**config.mk**
```make
export PLATFORM = sky130hd
export DESIGN_NAME = seg7_scan_decoder
export DESIGN_NICKNAME = d
export VERILOG_FILES = /design/src/rtl/seg7_scan_decoder.sv
export SDC_FILE = /design/constraint.sdc
export NUM_CORES = 1
export LEC_CHECK = 0
export ABC_AREA = 1
export BUFFER_PORTS_ARGS = -buffer_cell sky130_fd_sc_hd__buf_2
export CAP_MARGIN = 25
export CORE_MARGIN = 2
export CORE_UTILIZATION = 55
export DETAILED_ROUTE_END_ITERATION = 8
export PLACE_DENSITY = 0.78
export SKIP_LAST_GASP = 1
export SLEW_MARGIN = 10
export SYNTH_ARGS = -nofsm -noshare
export SYNTH_HDL_FRONTEND = slang
export SYNTH_SLANG_ARGS = --single-unit
```
**constraint.sdc**
```tcl
create_clock -name clk -period 4.2 [get_ports clk]
set_input_delay 0.84 -clock clk [delete_from_list [all_inputs] [get_ports clk]]
set_output_delay 0.84 -clock clk [all_outputs]
set_load 0.05 [all_outputs]
```
**src/rtl/seg7_scan_decoder.sv**
```systemverilog
// Reads back a multiplexed active-low 7-segment bus: synchronizes pins, qualifies stable
// digit patterns, decodes them to hex and emits one change event per digit on a valid/ready stream.
module seg7_scan_decoder #(
  parameter int NUM_DIGITS    = 4,
  parameter int DIG_W         = 2,
  parameter int STABLE_CYCLES = 16
) (
  input  logic                  clk,
  input  logic                  rst_n,
  input  logic [6:0]            seg_in,
  input  logic [NUM_DIGITS-1:0] dig_sel_n,
  output logic                  out_valid,
  input  logic                  out_ready,
  output logic [DIG_W-1:0]      out_digit,
  output logic [3:0]            out_nibble,
  output logic [6:0]            out_seg,
  output logic                  out_blank,
  output logic                  out_invalid
);

  localparam int CNT_W = $clog2(STABLE_CYCLES);
  localparam logic [CNT_W-1:0] CNT_MAX = CNT_W'(STABLE_CYCLES - 1);

  logic [6:0]            r_seg_m, r_seg_s, r_p_seg;
  logic [NUM_DIGITS-1:0] r_sel_m, r_sel_s, r_p_sel;
  logic [CNT_W-1:0]      r_cnt;
  logic [6:0]            r_last [NUM_DIGITS];

  logic             w_onehot, w_same, w_qual, w_free, w_emit;
  logic [DIG_W-1:0] w_idx;
  logic [6:0]       w_last;
  logic [3:0]       w_dec_nibble;
  logic             w_dec_blank, w_dec_invalid;

  always_comb begin
    w_idx = '0;
    for (int i = 0; i < NUM_DIGITS; i++) begin
      if (!r_sel_s[i]) w_idx = DIG_W'(i);
    end
  end

  assign w_onehot = ($countones(~r_sel_s) == 1);
  assign w_same   = (r_seg_s == r_p_seg) && (r_sel_s == r_p_sel);
  assign w_qual   = w_onehot && w_same && (r_cnt == CNT_MAX);
  assign w_last   = r_last[w_idx];
  assign w_free   = !out_valid || out_ready;
  // Held while blocked: cnt stays saturated, so emission fires as soon as the slot frees.
  assign w_emit   = w_qual && (r_seg_s != w_last) && w_free;

  always_comb begin
    w_dec_nibble  = 4'd0;
    w_dec_blank   = 1'b0;
    w_dec_invalid = 1'b0;
    case (r_seg_s)
      7'b1000000: w_dec_nibble = 4'h0;
      7'b1111001: w_dec_nibble = 4'h1;
      7'b0100100: w_dec_nibble = 4'h2;
      7'b0110000: w_dec_nibble = 4'h3;
      7'b0011001: w_dec_nibble = 4'h4;
      7'b0010010: w_dec_nibble = 4'h5;
      7'b0000010: w_dec_nibble = 4'h6;
      7'b1111000: w_dec_nibble = 4'h7;
      7'b0000000: w_dec_nibble = 4'h8;
      7'b0010000: w_dec_nibble = 4'h9;
      7'b0001000: w_dec_nibble = 4'hA;
      7'b0000011: w_dec_nibble = 4'hB;
      7'b1000110: w_dec_nibble = 4'hC;
      7'b0100001: w_dec_nibble = 4'hD;
      7'b0000110: w_dec_nibble = 4'hE;
      7'b0001110: w_dec_nibble = 4'hF;
      7'b1111111: w_dec_blank  = 1'b1;
      default:    w_dec_invalid = 1'b1;
    endcase
  end

  always_ff @(posedge clk) begin
    if (!rst_n) begin
      r_seg_m     <= '1;
      r_seg_s     <= '1;
      r_sel_m     <= '1;
      r_sel_s     <= '1;
      r_p_seg     <= '1;
      r_p_sel     <= '1;
      r_cnt       <= '0;
      for (int i = 0; i < NUM_DIGITS; i++) r_last[i] <= '1;
      out_valid   <= 1'b0;
      out_digit   <= '0;
      out_nibble  <= 4'd0;
      out_seg     <= 7'h7F;
      out_blank   <= 1'b1;
      out_invalid <= 1'b0;
    end else begin
      r_seg_m <= seg_in;
      r_seg_s <= r_seg_m;
      r_sel_m <= dig_sel_n;
      r_sel_s <= r_sel_m;

      if (!w_onehot || !w_same) begin
        r_p_seg <= r_seg_s;
        r_p_sel <= r_sel_s;
        r_cnt   <= '0;
      end else if (r_cnt != CNT_MAX) begin
        r_cnt <= r_cnt + CNT_W'(1);
      end

      if (w_emit) begin
        out_valid     <= 1'b1;
        out_digit     <= w_idx;
        out_nibble    <= w_dec_nibble;
        out_seg       <= r_seg_s;
        out_blank     <= w_dec_blank;
        out_invalid   <= w_dec_invalid;
        r_last[w_idx] <= r_seg_s;
      end else if (out_ready) begin
        out_valid <= 1'b0;
      end
    end
  end

endmodule

```
==> results.md <==
* Synthesized instance count at 435
* CTS Buf Count at 9
* RSZ-0062 raised after global routing: no
* Clock Tree Buf Depth at 2
* Sink Count at 81
* WP data arrival at 3.41 ns
* CTS tree: yes
* Clock skew at 0.01000 ns
* Worst EP required at 4.23 ns
* Clock Latency Late Sink at 0.36 ns
* Outcome: complete, no violations
* Num rows at 29
* Count of cell types in the netlist at 37
* Post-CTS Setup Bufs at 0
* Synthesized area at 3700 µm²
* DRT Pass-1 Iters at 5
* Worst-margin pin slew at 0.6860 ns
* Endpoints failing hold at 0
* Syn. warnings at 0
* Fin nets at 479
* Tot GR Track Use at 0.2321
* Startpoint Class: flop
* Area Growth Syn to Fin at 9.537%
* Lkg Pwr at 1.805 nW
* Placement Setup Slack at 0.8855 ns
* Worst-path maximum fanout at 16
* CTS root buffer: clkbuf_8
* Setup Viol. Count Final at 0
* Grt total ovfl at 0
* First-pass GRT wire length at 12980 µm
* Setup tns final at 0 ns
* Slew Limit Headroom at 0.5422
* Kind of critical path: flop to flop
* Logic pwr share at 0.085
* 1st-iter DRT viols at 175
* Die area at 7399 µm²
* Final wirelength at 7924 µm
* Syn Nets at 453
* Sequential cell area fraction in the yosys report at 0.5140
* I/O Pins at 30
* Vias per cell at 5.460
* Initial Utilization at 0.5761
* VDD IR max at 228.3 µV
* Post-layout minimum cycle time at 3.375 ns
* Power, Total at 1.535 mW
* Hpwl dp at 5493 µm
* Worst hold path type: flop to flop
* CTS Hold Buffers Added at 0
* Dpl cell area at 3855 µm²
* Clk network pwr share at 0.360
* Maximum clock frequency at 296.3 MHz
* Average cell area after synthesis at 8.505 µm²
* ANT cells at 0
* Vias in the first global route at 2783
* Final Cell Area at 4053 µm²
* Max-cap viol count at 0
* Residual DRC at 0
* Setup ws final at 0.8249 ns
* Buffers added on ports at 29
* # resized after CTS at 0
* CP endpoint kind: flop
* Die H at 86.02 µm
* Final period util at 0.8036
* Final Max Tran Viols at 0
* Sequential share of power at 0.555
* Layout cells sized above 1 at 0.1888
* Initial antenna violation count at 0
* Antenna Violating Nets Remaining at 0
* Routed vias at 2965
* P_int at 1.147 mW
* Die width at 86.02 µm
* Routability congestion estimate at 0.9614
* Synth Register Bits at 81
* H-tree depth at 3
* Switching Power at 387.1 µW
* Cell Pwr Density at 378.7 nW/µm²
* DR WL/cell at 14.59 µm
* CTS clock-pin slew for the worst setup and hold paths at 0.08 ns
* Largest net degree at the start of global routing at 31
* Core area at 6422 µm²
* Sw Share at 0.2523
[state kept, by name, summed over array words and instances (netlist names), 2 cells and up]
signal and count:
r_seg_m 7, out_seg 7, out_nibble 4, r_p_seg 7, r_sel_s 4, r_sel_m 4
r_cnt 4, out_digit 2, r_p_sel 4, r_seg_s 7, r_last 28
[per-stage QoR]
stage,hold WS [ns],std cells,util
after global routing,0.4330,543,0.6310
after floorplan,0.3925,435,-
after CTS,0.4180,543,0.6310
final,0.4155,543,0.6310
after global placement,0.3959,527,0.6002
after detailed placement,0.4004,527,0.6002
[per-layer routing]
metal | global-route usage | vias to the layer above | part of all wire | wire length [µm]
met5 | 0 | - | 0 | 0
met4 | 0.1356 | 0 | 0.033 | 259
met3 | 0.04812 | 24 | 0.079 | 623
met2 | 0.3559 | 134 | 0.45 | 3533
met1 | 0.3036 | 1330 | 0.44 | 3507
li1 | - | 1477 | - | -
[cell usage after synthesis, drive strengths merged]
library cell | number | area, µm²
a211oi | 1 | 7.510
a21oi | 7 | 46.30
a31oi | 1 | 6.260
buf | 13 | 101.3
clkbuf | 6 | 22.52
clkinv | 2 | 7.510
dfxtp | 53 | 1061
edfxtp | 28 | 840.8
fa | 1 | 20.02
ha | 3 | 37.54
inv | 35 | 133.9
nand2 | 105 | 404.1
nand3 | 37 | 207.7
nand3b | 2 | 15.01
nand4 | 22 | 137.6
nor2 | 54 | 221.5
nor3 | 8 | 40.04
nor3b | 4 | 35.03
o211ai | 8 | 60.06
o21ai | 10 | 50.04
or2 | 25 | 156.4
xnor2 | 6 | 52.55
xor2 | 4 | 35.03
[layout make-up]
class | count | area, µm²
Tap cell | 77 | 96.34
Fill cell | 550 | 2370
Sequential cell | 81 | 1902
Timing Repair Buffer | 34 | 182.7
Inverter | 37 | 141.4
Multi-Input combinational cell | 298 | 1533
Clock inverter | 5 | 35.03
Clock buffer | 11 | 162.7
[power by group through the flow]
| stage | Clock [mW] | Sequential [mW] | Combinational [mW] |
|---|---|---|---|
| 2_1_floorplan | 0 | 0.861 | 0.102 |
| 3_3_place_gp | 0 | 0.869 | 0.125 |
| 3_5_place_dp | 0 | 0.869 | 0.128 |
| 4_1_cts | 0.565 | 0.851 | 0.128 |
| 5_1_grt | 0.590 | 0.854 | 0.147 |
| 6_report | 0.553 | 0.852 | 0.130 |
[worst max-delay path: stages, from the launching register on]
cell      delay, ns
dfxtp_1        0.31
buf_4          0.19
fa_1           0.50
inv_1          0.04
ha_1           0.18
ha_1           0.27
nor3b_1        0.31
nand3b_1       0.13
nor2_1         0.14
nand2_1        0.08
nor2_2         0.12
nand3_4        0.20
nor2_8         0.23
nand3_1        0.09
nand2_1        0.26
[cells by family after synthesis]
| logic type | count (synthesis) | share of synthesized area |
|---|---|---|
| XOR/XNOR | 10 | 0.02367 |
| buffers and inverters | 56 | 0.07169 |
| AND/OR/NAND/NOR | 257 | 0.3291 |
| adder cells (fa/ha/maj) | 4 | 0.01556 |
| flip-flops | 81 | 0.5140 |
| AO/OA/AOI/OAI | 27 | 0.04599 |
[worst paths after layout]
kind / startpoint / endpoint / slack, ns / cells past startpoint
worst max-delay path: r_sel_s[3] / r_last[1][3] / 0.82 / 14
worst max register to register: r_sel_s[3] / r_last[1][3] / 0.82 / 14
worst min-delay path: r_seg_m[1] / r_seg_s[1] / 0.42 / 1
worst min register to register: r_seg_m[1] / r_seg_s[1] / 0.42 / 1
[cell usage in the layout, fill, tap and decap left out, types with 8 or more instances in the layout]
master | synthesis | final
buf_2 | 3 | 29
clkbuf_8 | 0 | 10
dfxtp_1 | 53 | 53
edfxtp_1 | 28 | 28
inv_1 | 31 | 31
nand2_1 | 103 | 103
nand3_1 | 34 | 34
nand4_1 | 22 | 22
nor2_1 | 52 | 52
nor3_1 | 8 | 8
o211ai_1 | 8 | 8
or2_2 | 25 | 25
Power figures use the tool's default switching activity.
